$ cat src/rtl/ecg_rate_ctrl.sv
// ECG heart-rate controller: BPM config to phase step with slewed ramps,
// beat-boundary rate changes and a mirrored phase accumulator for beats.
module ecg_rate_ctrl #(
  parameter logic [15:0] STEP_PER_BPM = 16'd11,
  parameter logic [7:0]  BPM_MIN      = 8'd30,
  parameter logic [7:0]  BPM_MAX      = 8'd240,
  parameter logic [15:0] RAMP_INC     = 16'd64,
  parameter logic [15:0] RAMP_DIV     = 16'd4
) (
  input  logic        clk,
  input  logic        reset,
  input  logic        run,
  input  logic        cfg_valid,
  input  logic [7:0]  cfg_bpm,
  output logic        cfg_ready,
  output logic [15:0] step,
  output logic        beat_pulse,
  output logic [15:0] beat_count,
  output logic        busy
);

  typedef enum logic [1:0] {
    STOP, RAMP, TRACK, PEND
  } state_t;

  state_t      state;
  logic [15:0] target;
  logic [15:0] acc;
  logic [15:0] div;

  logic [7:0]  bpm_c;
  logic [23:0] prod;
  logic [15:0] cfg_target;
  logic [15:0] dest;
  logic [15:0] gap;
  logic [15:0] delta;
  logic [15:0] ramp_next;
  logic [16:0] sum;
  logic        accept;

  always_comb begin
    bpm_c = cfg_bpm;
    if (cfg_bpm < BPM_MIN) bpm_c = BPM_MIN;
    if (cfg_bpm > BPM_MAX) bpm_c = BPM_MAX;
  end

  assign prod = {16'd0, bpm_c} * {8'd0, STEP_PER_BPM};
  assign cfg_target = (|prod[23:16]) ? 16'hFFFF : prod[15:0];

  assign dest = run ? target : 16'd0;
  assign gap = (dest > step) ? (dest - step) : (step - dest);
  assign delta = (gap > RAMP_INC) ? RAMP_INC : gap;
  assign ramp_next = (dest > step) ? (step + delta) : (step - delta);

  // Carry out of this sum is the phase wrap the generator also sees.
  assign sum = {1'b0, acc} + {1'b0, step};

  assign cfg_ready = (state == STOP) || (state == TRACK);
  assign busy = (state == RAMP) || (state == PEND);
  assign accept = cfg_valid && cfg_ready;

  always_ff @(posedge clk) begin
    if (reset) begin
      state      <= STOP;
      target     <= 16'd0;
      acc        <= 16'd0;
      div        <= 16'd0;
      step       <= 16'd0;
      beat_pulse <= 1'b0;
      beat_count <= 16'd0;
    end else begin
      acc        <= sum[15:0];
      beat_pulse <= sum[16];
      if (sum[16]) beat_count <= beat_count + 16'd1;
      if (accept) target <= cfg_target;
      unique case (state)
        STOP: begin
          if (run && target != 16'd0) begin
            state <= RAMP;
            div   <= 16'd0;
          end
        end
        RAMP: begin
          if (step == dest) begin
            state <= (dest == 16'd0) ? STOP : TRACK;
          end else if (div == RAMP_DIV - 16'd1) begin
            div  <= 16'd0;
            step <= ramp_next;
          end else begin
            div <= div + 16'd1;
          end
        end
        TRACK: begin
          if (!run) begin
            state <= RAMP;
            div   <= 16'd0;
          end else if (accept && cfg_target != step) begin
            state <= PEND;
          end
        end
        PEND: begin
          // Rate change waits for a beat boundary unless stopping.
          if (!run || beat_pulse) begin
            state <= RAMP;
            div   <= 16'd0;
          end
        end
        default: state <= STOP;
      endcase
    end
  end

endmodule

$ cat config.mk
export PLATFORM = sky130hd
export DESIGN_NAME = ecg_rate_ctrl
export DESIGN_NICKNAME = d
export VERILOG_FILES = /design/src/rtl/ecg_rate_ctrl.sv
export SDC_FILE = /design/constraint.sdc
export NUM_CORES = 1
export LEC_CHECK = 0
export CAP_MARGIN = 30
export CELL_PAD_IN_SITES_DETAIL_PLACEMENT = 0
export CELL_PAD_IN_SITES_GLOBAL_PLACEMENT = 2
export CORE_UTILIZATION = 33
export CTS_CLUSTER_DIAMETER = 30
export DETAILED_ROUTE_END_ITERATION = 10
export PLACE_DENSITY = 0.8
export SLEW_MARGIN = 0
export SYNTH_ARGS = -nofsm -noshare
export SYNTH_HDL_FRONTEND = slang
export SYNTH_SLANG_ARGS = --single-unit
$ cat constraint.sdc
create_clock -name clk -period 7.2 [get_ports clk]
set_input_delay 1.44 -clock clk [delete_from_list [all_inputs] [get_ports clk]]
set_output_delay 1.44 -clock clk [all_outputs]
set_load 0.02 [all_outputs]
==> results of run 1 <==
cell usage in the layout, fill, tap and decap left out, types with 6 or more instances in the layout:
master and instances:
buf_4 132, nor2_1 107, ha_1 84, dfxtp_1 79, nand2_1 73, inv_1 64
a21oi_1 64, clkdlybuf4s50_1 44, o21ai_0 36, xnor2_1 35, nand3_1 30, xor2_1 30
nor3_1 22, mux2i_1 18, or3_1 17, a211oi_1 16, a21o_1 16, nand4_1 14
nand2b_1 12, nor2b_1 11, or2_2 10, clkbuf_16 10, o211ai_1 9, a31oi_1 9
o21a_1 8, and3_1 8, fa_1 8, and2_1 7, nor4_1 7, a21oi_2 6
repair_timing:
item	in CTS	in global routing
gates resized for setup	1	32
gates cloned	0	1
setup buffers	0	8
endpoints found under the setup margin	1	7
pin swaps	0	12
cell families (layout without fill, tap and decap cells):
logic type | Yosys count | after routing
multiplexers | 18 | 18
AND/OR/NAND/NOR | 350 | 350
buffers and inverters | 104 | 262
flip-flops | 79 | 79
adder cells (fa/ha/maj) | 92 | 92
XOR/XNOR | 65 | 65
AO/OA/AOI/OAI | 228 | 228
worst max-delay path: cells and delay by family:
family	cells	cell delay [ps]
buf+inv	5	820
compound gates	13	2430
simple gates	7	1010
xor+xnor	1	190
fa+ha+maj	4	1070
how the worst min path moves through the flow:
stage / startpoint / cells past startpoint / endpoint / slack [ps]
6_report: target[5] / 2 / target[5] / 480
5_1_grt: beat_count[15] / 2 / beat_count[15] / 510
4_1_cts: target[10] / 2 / target[10] / 480
3_5_place_dp: target[7] / 2 / target[7] / 470
3_3_place_gp: target[10] / 2 / target[10] / 470
2_1_floorplan: target[7] / 2 / target[7] / 450
per-layer routing:
| metal | global-route usage | routed length, um | up-vias |
|---|---|---|---|
| li1 | - | - | 3652 |
| met1 | 0.254 | 10400 | 3299 |
| met2 | 0.331 | 10100 | 107 |
| met3 | 0.0297 | 605 | 27 |
| met4 | 0.0520 | 448 | 0 |
| met5 | 0 | 0 | - |
power by group through the flow:
stage | Combinational, mW | Clock [mW] | Sequential [mW]
global placement | 1.70 | 0 | 0.490
floorplan | 1.04 | 0 | 0.484
global route | 1.96 | 0.519 | 0.483
detailed placement | 1.69 | 0 | 0.490
finish | 1.79 | 0.488 | 0.479
CTS | 1.70 | 0.503 | 0.480
metrics by stage:
stage | total power, mW | hold slack [ps] | cells
global route | 2.97 | 508 | 1374
CTS | 2.68 | 477 | 1365
finish | 2.76 | 476 | 1374
floorplan | 1.53 | 445 | 936
global placement | 2.18 | 467 | 1349
detailed placement | 2.18 | 468 | 1349
flip-flops by register name, indices dropped and copies added (netlist names):
register    count
acc            16
beat_count     16
div            16
step           16
target         12
state           2
beat_pulse      1
final cells by class:
cell class              count  area, um2
clock buffers               9        225
well taps                 280        350
inverters                  64        240
clock inverters             7       86.3
multi-input cells         753       5450
flip-flops and latches     79       1580
repair buffers            182       1530
fillers                  2296      12300
==> results.yml, run 1 <==
floorplan:
  pin_count: 47
  rows: 54
  core_mm2: 0.0218
  die_w_um: 151
  initial_core_util: 0.336
  dieArea_mm2: 0.0227
  die_h_um: 151
clock_tree:
  clkTransAtPathRegs_ps: 70
  worstSkewPairLatency_ps: 350
  cts-root-buf: "clkbuf_16"
  cts_tree: "built"
  cts.hold.buffers_added: 0
  clkSinkCount: 79
  cts-buffers-inserted: 9
  clk_path_buf_depth: 2
  cts_max_level: 3
detailed_routing:
  firstDrtPassIters: 4
  wirelength_um: 21600
  antenna_left: 0
  vias: 7085
  drt-initial-drc-count: 284
  viasPerCell: 5.16
  wl_per_cell_um: 15.7
  drc: 0
power:
  clock_power_share: 0.177
  power.switching_mw: 1.15
  power_leakage_nw: 4.14
  p_int_mw: 1.61
  switching_share: 0.418
  pwr-share-comb: 0.649
  pwr-share-seq: 0.174
  max-vdd-ir-drop_v: 0.000131
  p_per_area_mw_per_mm2: 292
timing:
  rsz0062_at_grt: "no"
  skew_ps: 8.36
  relSlewSlack: 0.518
  fmax_mhz: 150
  tightest_slew_ps: 718
  fin_crit_ps: 6690
  fin_crit_sh: 0.929
  fin_tns_setup_ps: 0
  setup_viol: 0
  maxSlewViolCount: 0
  hold_viol_final: 0
  setup_slack_ps: 511
setup_path:
  arrival_ps: 6980
  reg2reg_from: "step[1]"
  critPathMaxStageDelay_ps: 330
  path_common_cell: "ha_1"
  reg2regPathDepth: 25
  cp-endpoint: "step[15]"
  endpoint_kind: "flop"
  criticalPathCategory: "input pin to flop"
  critical_path_required_ps: 7490
  rr_endpoint: "step[15]"
  path_max_fanout: 9
  crit_slowest_cell: "ha_1"
  rrSetupSlack_ps: 1390
  crit_start: "run"
  critPathLaunchType: "input pin"
logic_synthesis:
  netlist_instances: 936
  synth_cell_types: 76
  synth_top_family_by_area: "simple AND/OR/NAND/NOR gates"
  syn_nets: 1040
  muxShareOfSynthArea: 0.0247
  yosys_warnings: 0
  synthAdderAreaFrac: 0.166
  async_flop_share: 0
  synth_edf_count: 0
  synthTopCellsByArea: "dfxtp_1 (22%), ha_1 (14%), nor2_1 (5.6%), a21oi_1 (4.7%), xnor2_1 (4.2%)"
  synth_seq_cells: 79
  synth-simple-area-share: 0.245
  synth-compound-area-share: 0.211
  syn_avg_cell_area_um2: 7.80
  syn_area_mm2: 0.00730
  synth_top_area_cell: "dfxtp_1"
  synth_commonest_cells: "nor2_1 (108), ha_1 (84), dfxtp_1 (79)"
  synth_flop_cell: "dfxtp_1"
  ys_seq_area_frac: 0.217
  yosysTopAreaCellShare: 0.217
  synth_xor_area_frac: 0.0780
  synth.most_common_cell: "nor2_1"
finish:
  final_core_util: 0.435
  antennaDiodeCount: 0
  final_cell_area_mm2: 0.00946
  nets: 1193
  drive_above_1_share: 0.188
  syn_to_final_growth_pct: 29.6
global_routing:
  grt_overflow: 0
  grt_usage: 0.194
  grt_pass1_vias: 6657
  grt_max_degree: 53
  grt_pass1_wl_um: 34300
  antenna_found_initial: 0
hold_path:
  hold_path_class: "flop to flop"
place:
  dpl_cell_area_mm2: 0.00890
  io_buffers: 46
  hpwl_um: 17000
  finalWeightedCongestion: 0.857
  pre_cts_ws_ps: -408
flow_run:
  maxCapViolations: 0
run_status:
  outcome: "finished, final reports clean"
Power figures use the tool's default switching activity.
==> inputs of run 2 (changes only) <==
Settings changed: REMOVE_ABC_BUFFERS set to 1.
==> results.yml, run 2 (synthesized netlist as in run 1, its figures left out) <==
floorplan:
  dieArea_mm2: 0.0227
  die_w_um: 151
  rows: 54
  pin_count: 47
  core_mm2: 0.0218
  die_h_um: 151
  initial_core_util: 0.336
timing:
  setup_slack_ps: 378
  relSlewSlack: 0.509
  maxSlewViolCount: 0
  fin_crit_ps: 6820
  fmax_mhz: 147
  setup_viol: 0
  fin_crit_sh: 0.948
  tightest_slew_ps: 737
  hold_viol_final: 0
  skew_ps: 5.40
global_routing:
  grt_pass1_vias: 6616
  grt_overflow: 0
  grt_max_degree: 67
  grt_pass1_wl_um: 34800
  grt_usage: 0.196
  antenna_found_initial: 0
power:
  power_leakage_nw: 4.05
  max-vdd-ir-drop_v: 0.000126
  p_per_area_mw_per_mm2: 294
clock_tree:
  cts-root-buf: "clkbuf_16"
  cts.hold.buffers_added: 0
  cts_tree: "built"
  cts_max_level: 3
  clk_path_buf_depth: 2
  clkSinkCount: 79
  clkTransAtPathRegs_ps: 70
  cts-buffers-inserted: 9
  worstSkewPairLatency_ps: 350
finish:
  multi_input_area_mm2: 0.00554
  fillCellCount: 2275
  nets: 1177
  final_cell_mix: "buf_4 (117), nor2_1 (106), dfxtp_1 (79), ha_1 (76), nand2_1 (72)"
  antennaDiodeCount: 0
  layout_commonest_cell: "buf_4"
  regArea_mm2: 0.00158
  drive_above_1_share: 0.190
  final_cell_area_mm2: 0.00940
  syn_to_final_growth_pct: 28.7
detailed_routing:
  wl_per_cell_um: 15.9
  viasPerCell: 5.13
  antenna_left: 0
  firstDrtPassIters: 4
  drc: 0
  drt-initial-drc-count: 331
  vias: 6971
  wirelength_um: 21600
place:
  finalWeightedCongestion: 0.833
  pre_cts_ws_ps: -338
  io_buffers: 46
  dpl_cell_area_mm2: 0.00878
  hpwl_um: 16800
flow_run:
  maxCapViolations: 0
setup_path:
  criticalPathCategory: "input pin to flop"
  path_max_fanout: 17
  endpoint_kind: "flop"
  arrival_ps: 7110
  critPathLaunchType: "input pin"
  critical_path_required_ps: 7480
hold_path:
  hold_path_class: "flop to flop"
run_status:
  outcome: "finished, final reports clean"
[run 2: cell count changes in the layout (fill, tap and decap cells not counted), moves of 2 or more]
| cell | change |
|---|---|
| ha_1 | -8 |
| a21boi_0 | -2 |
| buf_4 | -15 |
| a21boi_1 | +2 |
| ha_2 | +3 |
| ha_4 | +5 |
| a21oi_2 | +3 |
| a21oi_1 | -3 |
[run 2: layout make-up]
cell class,instances,share of cell area
Tap cell,280,0.0373
Multi-Input combinational cell,753,0.589
Timing Repair Buffer,166,0.146
Inverter,64,0.0256
Sequential cell,79,0.168
Clock buffer,9,0.0240
Clock inverter,7,0.00919
[run 2: worst max-delay path, stage by stage]
cell and delay (ps):
clkdlybuf4s50_1 440, buf_12 170, nand2_1 120, inv_1 60
ha_1 350, nand4_4 160, o31a_1 370, or4_1 490
o221ai_1 90, or4_4 180, nand4b_4 120, o21ai_2 120
and4_4 240, o21ai_0 90, ha_2 200, buf_4 130
nand2b_1 160, xor2_1 180, ha_1 330, o211ai_1 130
a31oi_2 240, a41oi_2 150, nor4b_4 170, o31ai_2 210
a31oi_1 130, and3_1 200, a311o_1 330, a21oi_2 90
[run 2: worst paths after layout]
path / slack [ps] / cells after the start / endpoint / from
worst max-delay path: 380 / 28 / step[15] / run
worst min-delay path: 470 / 2 / target[8] / target[8]
worst max register to register: 1530 / 25 / step[15] / step[3]
worst min register to register: 470 / 2 / target[8] / target[8]
[run 2: timing repair]
action | CTS | global route
pin swaps | 0 | 11
buffers inserted | 0 | 8
endpoints found under the setup margin | 1 | 8
resized for setup | 1 | 51
hold endpoints to repair | 0 | 0
[run 2: metal layers]
| layer | GRT usage | wire length (um) |
|---|---|---|
| met1 | 0.279 | 11000 |
| met2 | 0.319 | 9940 |
| met3 | 0.0209 | 386 |
| met5 | 0 | 0 |
| met4 | 0.0325 | 206 |
[run 2: report_power, final]
group / internal (mW) / total (mW) / switching [mW]
logic: 0.864 / 1.79 / 0.926
clock network: 0.277 / 0.487 / 0.210
registers: 0.459 / 0.482 / 0.0223
total: 1.60 / 2.76 / 1.16
[run 2: metrics by stage]
stage	hold slack (ps)	instances	setup TNS, ps	power (mW)	util
2_1_floorplan	439	896	-245	1.49	-
3_3_place_gp	461	1334	-945	2.13	0.403
3_5_place_dp	467	1334	-1160	2.12	0.403
4_1_cts	475	1350	0	2.63	0.418
5_1_grt	508	1358	-40.7	2.96	0.432
6_report	473	1358	0	2.76	0.432
==> inputs of run 3 (changes only) <==
Settings changed: REMOVE_ABC_BUFFERS 1 to not set.
==> results of run 3 <==
No change in the layout: final DEF, timing and power equal those of run 1.
